--- config.mk ---
export PLATFORM = sky130hd
export DESIGN_NAME = com_cs_mc
export DESIGN_NICKNAME = d
export VERILOG_FILES = /design/src/rtl/com_cs_mc.sv
export SDC_FILE = /design/constraint.sdc
export NUM_CORES = 1
export LEC_CHECK = 0
export ABC_AREA = 1
export CAP_MARGIN = 20
export CORE_MARGIN = 4
export CORE_UTILIZATION = 40
export CTS_CLUSTER_DIAMETER = 60
export CTS_CLUSTER_SIZE = 16
export DETAILED_ROUTE_END_ITERATION = 10
export PLACE_DENSITY = 0.71
export SYNTH_ARGS = -nofsm -noshare
export SYNTH_HDL_FRONTEND = slang
export SYNTH_SLANG_ARGS = --single-unit
--- constraint.sdc ---
create_clock -name clk -period 1.8 [get_ports clk]
set_input_delay 0.54 -clock clk [delete_from_list [all_inputs] [get_ports clk]]
set_output_delay 0.54 -clock clk [all_outputs]
set_load 0.05 [all_outputs]
--- src/rtl/com_cs_mc.sv ---
// rtl/com_cs_mc.sv - multi-channel com control sequencer
// Round-robin arbitration of NCH send channels onto com_send, plus com_read sequencing.
module com_cs_mc #(
  parameter int NCH       = 4,
  parameter int IW        = 2,
  parameter int BTW       = 4,
  parameter int TOW       = 16,
  parameter int TIMEOUT   = 50000,
  parameter int READ_PRIO = 1
) (
  input  logic               clk,
  input  logic               rst,
  input  logic [NCH-1:0]     fs_send,
  output logic [NCH-1:0]     fd_send,
  input  logic [NCH*BTW-1:0] send_btype,
  output logic               send_err,
  output logic               fs_com_send,
  input  logic               fd_com_send,
  output logic [BTW-1:0]     com_btype,
  output logic [IW-1:0]      com_idx,
  input  logic               rx_avail,
  output logic               fs_com_read,
  input  logic               fd_com_read,
  input  logic [BTW-1:0]     com_rbtype,
  output logic               fs_read,
  input  logic               fd_read,
  output logic [BTW-1:0]     read_btype
);

  typedef enum logic [2:0] {IDLE, S_REQ, S_ACK, R_REQ, R_FWD, R_REL} state_t;

  localparam logic [TOW-1:0] LP_TO_LAST = TOW'(TIMEOUT - 1);

  state_t         r_state, w_next;
  logic [IW-1:0]  r_rr, r_idx, w_pick;
  logic [TOW-1:0] r_cnt;
  logic           r_err, w_found, w_timeout;
  logic [BTW-1:0] r_btype, r_rbtype;
  logic [NCH-1:0] w_req, w_fd;

  always_comb begin
    w_fd = '0;
    if (r_state == S_ACK) w_fd[r_idx] = 1'b1;
  end

  assign fd_send     = w_fd;
  assign send_err    = (r_state == S_ACK) && r_err;
  assign fs_com_send = (r_state == S_REQ);
  assign fs_com_read = (r_state == R_REQ);
  assign fs_read     = (r_state == R_FWD);
  assign com_idx     = r_idx;
  assign com_btype   = r_btype;
  assign read_btype  = r_rbtype;
  assign w_req       = fs_send & ~w_fd;

  // First requesting channel at or after the rr pointer, wrapping mod NCH.
  always_comb begin
    w_pick  = '0;
    w_found = 1'b0;
    for (int k = 0; k < NCH; k++) begin
      int j;
      j = int'(r_rr) + k;
      if (j >= NCH) j = j - NCH;
      if (!w_found && w_req[j]) begin
        w_found = 1'b1;
        w_pick  = IW'(j);
      end
    end
  end

  always_comb begin
    w_next    = r_state;
    w_timeout = 1'b0;
    case (r_state)
      IDLE: begin
        if (w_found && rx_avail) w_next = (READ_PRIO != 0) ? R_REQ : S_REQ;
        else if (w_found)        w_next = S_REQ;
        else if (rx_avail)       w_next = R_REQ;
      end
      S_REQ: begin
        if (fd_com_send) begin
          w_next = S_ACK;
        end else if (TIMEOUT != 0 && r_cnt == LP_TO_LAST) begin
          w_next    = S_ACK;
          w_timeout = 1'b1;
        end
      end
      S_ACK: if (!fs_send[r_idx] && !fd_com_send) w_next = IDLE;
      R_REQ: if (fd_com_read) w_next = R_FWD;
      R_FWD: if (fd_read) w_next = R_REL;
      R_REL: if (!fd_read && !fd_com_read) w_next = IDLE;
      default: w_next = IDLE;
    endcase
  end

  always_ff @(posedge clk) begin
    if (rst) begin
      r_state  <= IDLE;
      r_rr     <= '0;
      r_idx    <= '0;
      r_cnt    <= '0;
      r_err    <= 1'b0;
      r_btype  <= '0;
      r_rbtype <= '0;
    end else begin
      r_state <= w_next;
      if (r_state == IDLE && w_next == S_REQ) begin
        r_idx   <= w_pick;
        r_btype <= send_btype[int'(w_pick)*BTW +: BTW];
        r_err   <= 1'b0;
      end
      if (r_state == S_REQ) begin
        if (r_cnt != '1) r_cnt <= r_cnt + 1'b1;
        if (w_next == S_ACK) r_err <= w_timeout;
      end
      if (r_state == S_ACK && w_next == IDLE) begin
        r_rr  <= (int'(r_idx) == NCH - 1) ? '0 : r_idx + 1'b1;
        r_cnt <= '0;
        r_err <= 1'b0;
      end
      if (r_state == R_REQ && fd_com_read) r_rbtype <= com_rbtype;
    end
  end

endmodule

==> metrics.cfg <==
[clocking]
htreeDepth=2
clockBufferDepth=2
numCtsBuffers=5
clock-sinks=32
clkLatencyLatePin_ns=0.30
path_clk_slew_ns=0.06
ctsHoldBuffers=0
cts_tree=done
root_buffer=clkbuf_8

[floorplan]
core_um2=5070
ios=48
die_w_um=80.2
start_util_pct=41.1
die_area_um2=6430
fp.dieH_um=80.2
rows=26

[place]
port_buffers=47
dp_hpwl_mm=4.60
gp_congestion=0.981
placed_cell_area_um2=3150

[sta]
relSlewSlack_pct=62.2
worstMarginPinSlew_ns=0.563
rsz0062_at_grt=true
setup_tns_ns=-5.69
setup_ws_ns=-0.429
setup_violations=33
final.min_clock_period_ns=2.23
finalHoldViolCount=0
finalCritPeriodShare_pct=124
slew_viol_final=0
finClkSkew_ns=0.00718
max_freq_mhz=449

[synthesis]
synthMuxAreaShare_pct=0
yosysTopAreaCell=dfxtp_1
synth_area_um2=2080
ys_ff_latch=32
synth.top_cells.by_area=dfxtp_1 (31%), nand2_1 (11%), nand3_1 (11%)
yosys.area_share.simple_pct=40.6
synth_top_family_by_area=simple AND/OR/NAND/NOR gates
synth_nets=354
synth_top_area_share_pct=30.7
synth-compound-area-share_pct=9.72
async_flop_share_pct=0
synth_edf_count=0
synth_cells=319
synth-adder-area-share_pct=3.00
ys_seq_area_share_pct=30.7
syn_area_per_cell_um2=6.53
ys_warn_count=0
synth.distinct_cells=34
synth-main-ff-cell=dfxtp_1
synth_xor_area_share_pct=4.98

[outcome]
status=finished with violations
violations=setup timing

[job]
maxCapViolations=0

[grt]
track_usage_pct=21.5
grt.overflow.total=0
grt_pass1_vias=2434
grt_pass1_wl_mm=11.0
grt_max_degree=11
antenna_found_initial=0

[final_layout]
design_area_um2=3850
nets=477
fill_cells=349
layout-drive-gt1-share_pct=44.2
diodes=0
area_growth_pct=84.6

[worst_setup_path]
slowest_stage=dfxtp_4
startpoint=com_idx[1]
cp-start-kind=flip-flop
r2r_start=com_idx[1]
critPathMaxFanout=4
crit_chain=inv_4 > ha_4 > nand4_1 > nand3_1 > nand2_2 > o21ai_4 > buf_12 > nand3_4 > nor2_1 > and2b_2 > nand3_2 > nand3_2 > nand2_2 > inv_2
arrival_ns=2.42
cp.required_ns=1.99
max_stage_delay_ns=0.36
worst-setup-path-type=reg -> reg
critPathCaptureType=flip-flop

[route]
routed_wirelength_mm=8.15
top_layer=met4
wl_met3_um=542
wl_per_cell_um=15.9
drc=0
drt_iter0_markers=98
dr_wl_met2_mm=4.14
drt-met1-wl_mm=3.13
drtPass1Iterations=5
route.detailed.vias_per_inst=5.33
vias=2735
ant_nets=0

[pwr]
leakage_uw=0.00170
power_density_nw_per_um2=1350
ir_drop_mv=0.780

[min_path]
hold_start=read_btype[3]
hold_class=reg -> reg

cell usage after synthesis (all sizes together), types with 2 or more instances:
cell / number
nor3: 12
dfxtp: 32
buf: 2
o211ai: 2
a21oi: 19
nand3: 47
ha: 5
nor4: 2
nor2: 30
xor2: 8
inv: 57
xnor2: 3
o21ai: 12
nand2: 70
nand4: 10
cell families after synthesis:
kind of cell | Yosys count
AND/OR/NAND/NOR | 175
buffers and inverters | 60
AO/OA/AOI/OAI | 36
flip-flops | 32
XOR/XNOR | 11
adder cells (fa/ha/maj) | 5
area by class of cell:
class / instances / area [µm²] / area share, %
Inverter: 57 / 231 / 6.01
Clock buffer: 8 / 90.1 / 2.34
Tap cell: 70 / 87.6 / 2.28
Multi-Input combinational cell: 231 / 1660 / 43.1
Sequential cell: 32 / 656 / 17.0
Timing Repair Buffer: 115 / 1120 / 29.2
worst max-delay path: cells and delay by family (launching register included):
family                     cells  cell delay, ns
adders and majority gates      1            0.12
and+or+nand+nor                9            1.18
buffers and inverters          3            0.26
AOI/OAI and AO/OA              1            0.21
DFF                            1            0.36
registers in the layout, indices dropped and copies added (netlist names):
| signal | flops |
|---|---|
| r_cnt | 16 |
| com_btype | 4 |
| read_btype | 4 |
| r_state | 3 |
| com_idx | 2 |
| r_rr | 2 |
| r_err | 1 |
what timing repair did:
item | in CTS | in global routing
setup endpoints to repair | 34 | 34
cloned | 2 | 2
pin swaps | 19 | 21
gates resized for setup | 46 | 60
setup buffers | 10 | 16
where the power goes:
part           switching, µW  leakage [µW]  internal (µW)
Clock                    269     0.0000455            312
Sequential               119      0.000263            848
Combinational           2110       0.00140           1560
per-stage QoR:
step	total power, µW	util (%)	worst slack, ns	instances	hold WS, ns
5_1_grt	5470	75.8	-0.504	513	0.497
3_5_place_dp	3540	62.0	-0.525	477	0.461
4_1_cts	4410	67.9	-0.248	497	0.471
3_3_place_gp	3510	62.0	-0.492	477	0.456
2_1_floorplan	2550	-	-0.0822	319	0.447
6_report	5210	75.8	-0.429	513	0.468
layer usage:
metal | global-route usage, % | vias up
met2 | 36.6 | 135
met4 | 8.78 | 0
met1 | 26.7 | 1277
met5 | 0 | -
met3 | 3.59 | 36
li1 | - | 1287
path summary, 6_finish.rpt:
check	to	cells after the start	slack, ns
worst min-delay path	read_btype[3]	2	0.47
worst max-delay path	com_btype[0]	14	-0.43
worst max register to register	com_btype[0]	14	-0.43
worst min register to register	read_btype[3]	2	0.47
placed cells by master (no fill, tap or decap), types with 4 or more instances in the layout:
cell	Yosys	routed
inv_2	3	8
buf_4	0	64
clkdlybuf4s50_1	0	23
nor3_1	12	7
clkbuf_8	0	6
dfxtp_1	32	26
o21ai_0	8	4
xor2_1	7	7
o21ai_2	2	4
nand3_1	44	25
nand2_1	62	52
a21oi_2	1	6
nand2_8	0	4
nand4_1	9	9
dlygate4sd2_1	0	4
inv_1	54	44
buf_12	0	12
buf_6	0	10
nand2_4	2	5
nand3_2	2	20
nand2_2	6	13
nor2_2	0	5
a21oi_1	18	12
nor2_1	28	22
inv_4	0	4
Note: power is estimated with default switching activity, not from simulation.
